==> src/rtl/optical_flow_pkg.sv <==
// Shared types and widths for the optical-flow run controller.
`timescale 1ns/1ps
package optical_flow_pkg;

  localparam int FLOW_CNT_WIDTH  = 17;
  localparam int FRAME_CNT_WIDTH = 8;

  typedef enum logic [2:0] {
    IDLE,
    LAUNCH,
    STREAM,
    DRAIN,
    DONE,
    ERROR
  } state_t;

  // Flow counter sticks at all-ones rather than wrapping back to a plausible value.
  function automatic logic [FLOW_CNT_WIDTH-1:0] flow_sat_inc(input logic [FLOW_CNT_WIDTH-1:0] cnt);
    return (cnt == '1) ? cnt : cnt + FLOW_CNT_WIDTH'(1);
  endfunction

endpackage

==> src/rtl/optical_flow_ctrl.sv <==
// Sequences multi-frame optical-flow runs: launch, count flows, drain, check; watchdog under OPTICAL_FLOW_CTRL_WATCHDOG_EN.
// cmd_start -> busy/dp_start one cycle later; no backpressure, datapath pulses are sampled every cycle.
`timescale 1ns/1ps
module optical_flow_ctrl
  import optical_flow_pkg::*;
#(
  parameter int EXPECTED_FLOWS = 76800,
  parameter int DRAIN_CYCLES   = 64,
  parameter int TIMEOUT_CYCLES = 200000
) (
  input  logic                       clk,
  input  logic                       rst,
  input  logic                       cmd_start,
  input  logic                       cmd_abort,
  input  logic [FRAME_CNT_WIDTH-1:0] cmd_frames,
  output logic                       dp_start,
  input  logic                       dp_frame_done,
  input  logic                       dp_flow_valid,
  output logic                       busy,
  output logic                       done,
  output logic                       error,
  output logic                       timeout,
  output logic [FRAME_CNT_WIDTH-1:0] frames_done,
  output logic [FLOW_CNT_WIDTH-1:0]  flow_count
);

  localparam int DRAIN_W = (DRAIN_CYCLES > 1) ? $clog2(DRAIN_CYCLES) : 1;
  localparam logic [DRAIN_W-1:0]        DRAIN_LOAD = DRAIN_W'(DRAIN_CYCLES - 1);
  localparam logic [FLOW_CNT_WIDTH-1:0] EXP_FLOWS  = FLOW_CNT_WIDTH'(EXPECTED_FLOWS);

  state_t                     state;
  logic [FRAME_CNT_WIDTH-1:0] frames_tgt;
  logic [FRAME_CNT_WIDTH-1:0] frames_nxt;
  logic [DRAIN_W-1:0]         drain_cnt;
  logic [FLOW_CNT_WIDTH-1:0]  flow_inc;
  logic                       in_frame;
  logic                       wd_hit;

  assign busy       = (state != IDLE);
  assign in_frame   = (state == STREAM) || (state == DRAIN);
  assign frames_nxt = frames_done + FRAME_CNT_WIDTH'(1);

  // Flows in the final drain cycle still count toward the frame total.
  always_comb begin
    flow_inc = flow_count;
    if (in_frame && dp_flow_valid) flow_inc = flow_sat_inc(flow_count);
  end

`ifdef OPTICAL_FLOW_CTRL_WATCHDOG_EN
  localparam int WD_W = $clog2(TIMEOUT_CYCLES + 1);
  localparam logic [WD_W-1:0] WD_LAST = WD_W'(TIMEOUT_CYCLES - 1);

  logic [WD_W-1:0] wd_cnt;
  logic            timeout_q;

  assign wd_hit  = in_frame && (wd_cnt == WD_LAST);
  assign timeout = timeout_q;

  always_ff @(posedge clk or posedge rst) begin
    if (rst) begin
      wd_cnt    <= '0;
      timeout_q <= 1'b0;
    end else begin
      if (state == LAUNCH)              wd_cnt <= '0;
      else if (in_frame && !cmd_abort)  wd_cnt <= wd_cnt + WD_W'(1);
      if (state == IDLE && cmd_start)   timeout_q <= 1'b0;
      else if (wd_hit && !cmd_abort)    timeout_q <= 1'b1;
    end
  end
`else
  logic unused_timeout_cfg;
  assign unused_timeout_cfg = (TIMEOUT_CYCLES != 0);
  assign wd_hit  = 1'b0;
  assign timeout = 1'b0;
`endif

  always_ff @(posedge clk or posedge rst) begin
    if (rst) begin
      state       <= IDLE;
      frames_tgt  <= '0;
      frames_done <= '0;
      drain_cnt   <= '0;
      flow_count  <= '0;
      dp_start    <= 1'b0;
      done        <= 1'b0;
      error       <= 1'b0;
    end else begin
      dp_start <= 1'b0;
      done     <= 1'b0;
      if (state != IDLE && cmd_abort) begin
        state <= IDLE;
      end else begin
        case (state)
          IDLE: begin
            if (cmd_start) begin
              state       <= LAUNCH;
              dp_start    <= 1'b1;
              frames_tgt  <= (cmd_frames == '0) ? FRAME_CNT_WIDTH'(1) : cmd_frames;
              frames_done <= '0;
              error       <= 1'b0;
            end
          end
          LAUNCH: begin
            flow_count <= '0;
            state      <= STREAM;
          end
          STREAM: begin
            flow_count <= flow_inc;
            if (wd_hit) begin
              state <= ERROR;
              error <= 1'b1;
            end else if (dp_frame_done) begin
              state     <= DRAIN;
              drain_cnt <= DRAIN_LOAD;
            end
          end
          DRAIN: begin
            flow_count <= flow_inc;
            if (wd_hit) begin
              state <= ERROR;
              error <= 1'b1;
            end else if (drain_cnt != '0) begin
              drain_cnt <= drain_cnt - DRAIN_W'(1);
            end else if (flow_inc != EXP_FLOWS) begin
              state <= ERROR;
              error <= 1'b1;
            end else begin
              frames_done <= frames_nxt;
              if (frames_nxt == frames_tgt) begin
                state <= DONE;
                done  <= 1'b1;
              end else begin
                state    <= LAUNCH;
                dp_start <= 1'b1;
              end
            end
          end
          DONE:    state <= IDLE;
          ERROR:   state <= IDLE;
          default: state <= IDLE;
        endcase
      end
    end
  end

endmodule

==> config.mk <==
export PLATFORM = sky130hd
export DESIGN_NAME = optical_flow_ctrl
export DESIGN_NICKNAME = d
export VERILOG_FILES = /design/src/rtl/optical_flow_pkg.sv /design/src/rtl/optical_flow_ctrl.sv
export SDC_FILE = /design/constraint.sdc
export NUM_CORES = 1
export LEC_CHECK = 0
export ABC_AREA = 1
export BUFFER_PORTS_ARGS = -buffer_cell sky130_fd_sc_hd__buf_4
export CORE_MARGIN = 2
export CORE_UTILIZATION = 58
export DETAILED_ROUTE_END_ITERATION = 6
export PLACE_DENSITY = 0.81
export SKIP_CTS_REPAIR_TIMING = 1
export SLEW_MARGIN = 20
export SYNTH_ARGS = -nofsm -noshare
export SYNTH_HDL_FRONTEND = slang
export SYNTH_SLANG_ARGS = --single-unit
==> constraint.sdc <==
create_clock -name clk -period 2.3 [get_ports clk]
set_input_delay 0.23 -clock clk [delete_from_list [all_inputs] [get_ports clk]]
set_output_delay 0.23 -clock clk [all_outputs]
set_load 0.03 [all_outputs]
==> flow_summary.yaml <==
placed_design:
  dp_slack_ns: -0.0292
  place_hpwl_microns: 5440
  gp_congestion: 0.962
  port_buffers: 42
  placed_cell_area_sq_um: 3530
yosys:
  synth_seq_cells: 45
  synth_cell_types: 39
  syn_avg_cell_area_sq_um: 6.92
  synth-main-ff-cell: "dfrtp_1"
  postSynthCellCount: 437
  synth_edf_count: 0
  async_flop_share_pct: 100
  netlist_area_sq_um: 3030
  synth-seq-area-share_pct: 37.2
  yosys_warnings: 0
  syn-num-nets: 455
layout:
  final_common_cell: "nand2_1"
  fin_util_pct: 75.2
  drive_gt1_share_pct: 24.7
  final_area_sq_um: 3810
  antenna-diode-count: 0
  nNetsFinal: 528
  layout_common_cells: "nand2_1 (134), buf_4 (70), inv_1 (59)"
  areaGrowthSynthToFinish_pct: 26.1
global_route:
  antenna_found_initial: 0
  grt_use_total_pct: 25.0
  grt_pass1_wl_microns: 11800
  first_global_vias: 2687
  grt.overflow.total: 0
  grt_max_degree: 38
pwr:
  power.internal_uw: 1680
  ir_worst_vdd_mv: 0.770
  finalPower_uw: 2920
  seqPwrFrac_pct: 36.7
  clock_power_share_pct: 16.2
  swShare_pct: 42.6
  powerDensity_nw_per_um2: 765
  power_frac_comb_pct: 47.1
  p_sw_uw: 1240
  p_leak_uw: 0.00193
drt:
  wire_per_inst_microns: 12.9
  drt_iter0_drc: 253
  antenna_left: 0
  routed_wirelength_microns: 7470
  vias: 3054
  firstDrtPassIters: 4
  drc: 0
  via_per_inst: 5.26
critical_path:
  setup.worst_path.end_class: "flip-flop"
  cp.arrival_ns: 2.44
  rrSetupSlack_ns: 0.10
  cp.required_ns: 2.54
  crit_buf_inv: 1
  ff2ff_path_depth: 13
  startpoint_type: "flip-flop"
  path_cells: "nand2_1 -> inv_1 -> nand2_1 -> nor2_4 -> nand3_4 -> nand3_1 -> a21oi_1 -> nand2_1 -> nor2_4 -> nand4_4 -> nor2_4 -> nand3_1 -> nand2_1"
  slowest_stage: "dfrtp_2"
  path_delay_family: "simple AND/OR/NAND/NOR gates"
  regToRegStartpoint: "flow_count[5]$_DFFE_PP0P_"
  path_common_cell: "nand2_1"
  max_stage_delay_ns: 0.44
  crit_cells: 13
  critPathMaxFanout: 10
  r2r-end: "frames_done[3]$_DFFE_PP0P_"
  worstSetupPathType: "reg -> reg"
cts:
  clk_pin_slew_ns: 0.08
  clkLatencyLatePin_ns: 0.30
  clkSinkCount: 45
  root_buffer: "clkbuf_8"
  cts_buffers: 5
  clockBufferDepth: 2
  cts_tree: "built"
  h-tree-depth: 2
floorplanning:
  rows: 26
  die_h_microns: 76.2
  num_io_pins: 44
  die_w_microns: 76.2
  start_util_pct: 59.6
  core_sq_um: 5070
  die_area_sq_um: 5810
run:
  maxCapViolCount: 0
timing:
  finalSetupViolCount: 0
  finalHoldViolCount: 0
  clock_skew_ns: 0.00595
  finalCritPeriodShare_pct: 95.7
  max_freq_mhz: 455
  fin_crit_ns: 2.20
  maxSlewViolCount: 0
  rsz0062_at_grt: "true"
  fin_ws_ns: 0.100
min_path:
  worstHoldPathCells: 3
  hold_path_end: "frames_tgt[7]$_DFFE_PP0P_"
  hp-start: "cmd_frames[7]"
  holdCritPathClass: "in -> reg"
status:
  run_status: "complete, no violations"
==> tightest hold or removal path, stage by stage <==
cell,delay [ns]
buf_4,0.08
nand2_1,0.04
nand2_1,0.05
==> routing by layer <==
| metal | part of all wire (%) | track usage, % |
|---|---|---|
| met1 | 42 | 31.3 |
| met2 | 51 | 42.9 |
| met3 | 4.8 | 4.50 |
| met4 | 2.0 | 9.45 |
| met5 | 0 | 0 |
==> layout make-up <==
class / instances / area [sq um]
Timing Repair inverter: 1 / 7.51
Sequential cell: 45 / 1130
Multi-Input combinational cell: 316 / 1680
Timing Repair Buffer: 73 / 567
Fill cell: 422 / 1260
Inverter: 68 / 264
Clock buffer: 8 / 80.1
Tap cell: 70 / 87.6
==> worst max path at each step <==
stage | start | slack [ns] | endpoint
global placement | flow_count[0]$_DFFE_PP0P_ | 0.07 | frames_done[6]$_DFFE_PP0P_
CTS | flow_count[0]$_DFFE_PP0P_ | -0.05 | frames_done[3]$_DFFE_PP0P_
floorplan | flow_count[1]$_DFFE_PP0P_ | 0.02 | frames_done[6]$_DFFE_PP0P_
detailed placement | flow_count[0]$_DFFE_PP0P_ | -0.03 | frames_done[3]$_DFFE_PP0P_
finish | flow_count[5]$_DFFE_PP0P_ | 0.10 | frames_done[3]$_DFFE_PP0P_
global route | flow_count[8]$_DFFE_PP0P_ | -0.07 | frames_done[6]$_DFFE_PP0P_
==> sequential cells by signal, summed over array words and instances, names as in the netlist <==
register	flops
flow_count	17
frames_done	8
frames_tgt	8
drain_cnt	6
state	3
done	1
dp_start	1
error	1
==> Yosys cell counts, types with 3 or more instances <==
cell type | instances | share of area [%]
a21oi_1 | 3 | 0.50
clkbuf_1 | 5 | 0.62
dfrtp_1 | 45 | 37
ha_1 | 4 | 1.7
inv_1 | 62 | 7.7
inv_2 | 3 | 0.37
nand2_1 | 134 | 17
nand2_2 | 5 | 1.0
nand3_1 | 44 | 7.3
nand3_4 | 3 | 1.7
nand4_1 | 10 | 2.1
nor2_1 | 40 | 5.0
nor2_4 | 6 | 2.2
nor3_1 | 6 | 0.99
o21ai_0 | 20 | 3.3
o22ai_1 | 9 | 1.9
or2_2 | 3 | 0.62
xor2_1 | 6 | 1.7
==> power groups by stage <==
stage	combinational, uW	clock (uW)	sequential (uW)
floorplan	754	0	1170
global placement	1210	0	1070
detailed placement	1230	0	1070
CTS	1240	485	1060
global route	1510	527	1090
finish	1370	472	1070
==> cells by family (layout without fill, tap and decap cells) <==
family / after synthesis / in the layout / share of synthesized area, %
simple gates: 260 / 262 / 40.3
buf+inv: 78 / 150 / 10.5
flops: 45 / 45 / 37.2
compound gates: 40 / 40 / 7.53
xor+xnor: 8 / 8 / 2.32
fa+ha+maj: 4 / 4 / 1.65
other cells: 1 / 1 / 0.124
mux: 1 / 1 / 0.331
==> stage by stage <==
stage,setup TNS (ns),hold WS [ns],cells
6_report,0,0.141,581
4_1_cts,-0.227,-0.142,567
3_3_place_gp,0,0.182,559
2_1_floorplan,0,0.347,437
3_5_place_dp,-0.0742,0.188,559
5_1_grt,-0.304,0.142,581
Note: power is estimated with default switching activity, not from simulation.
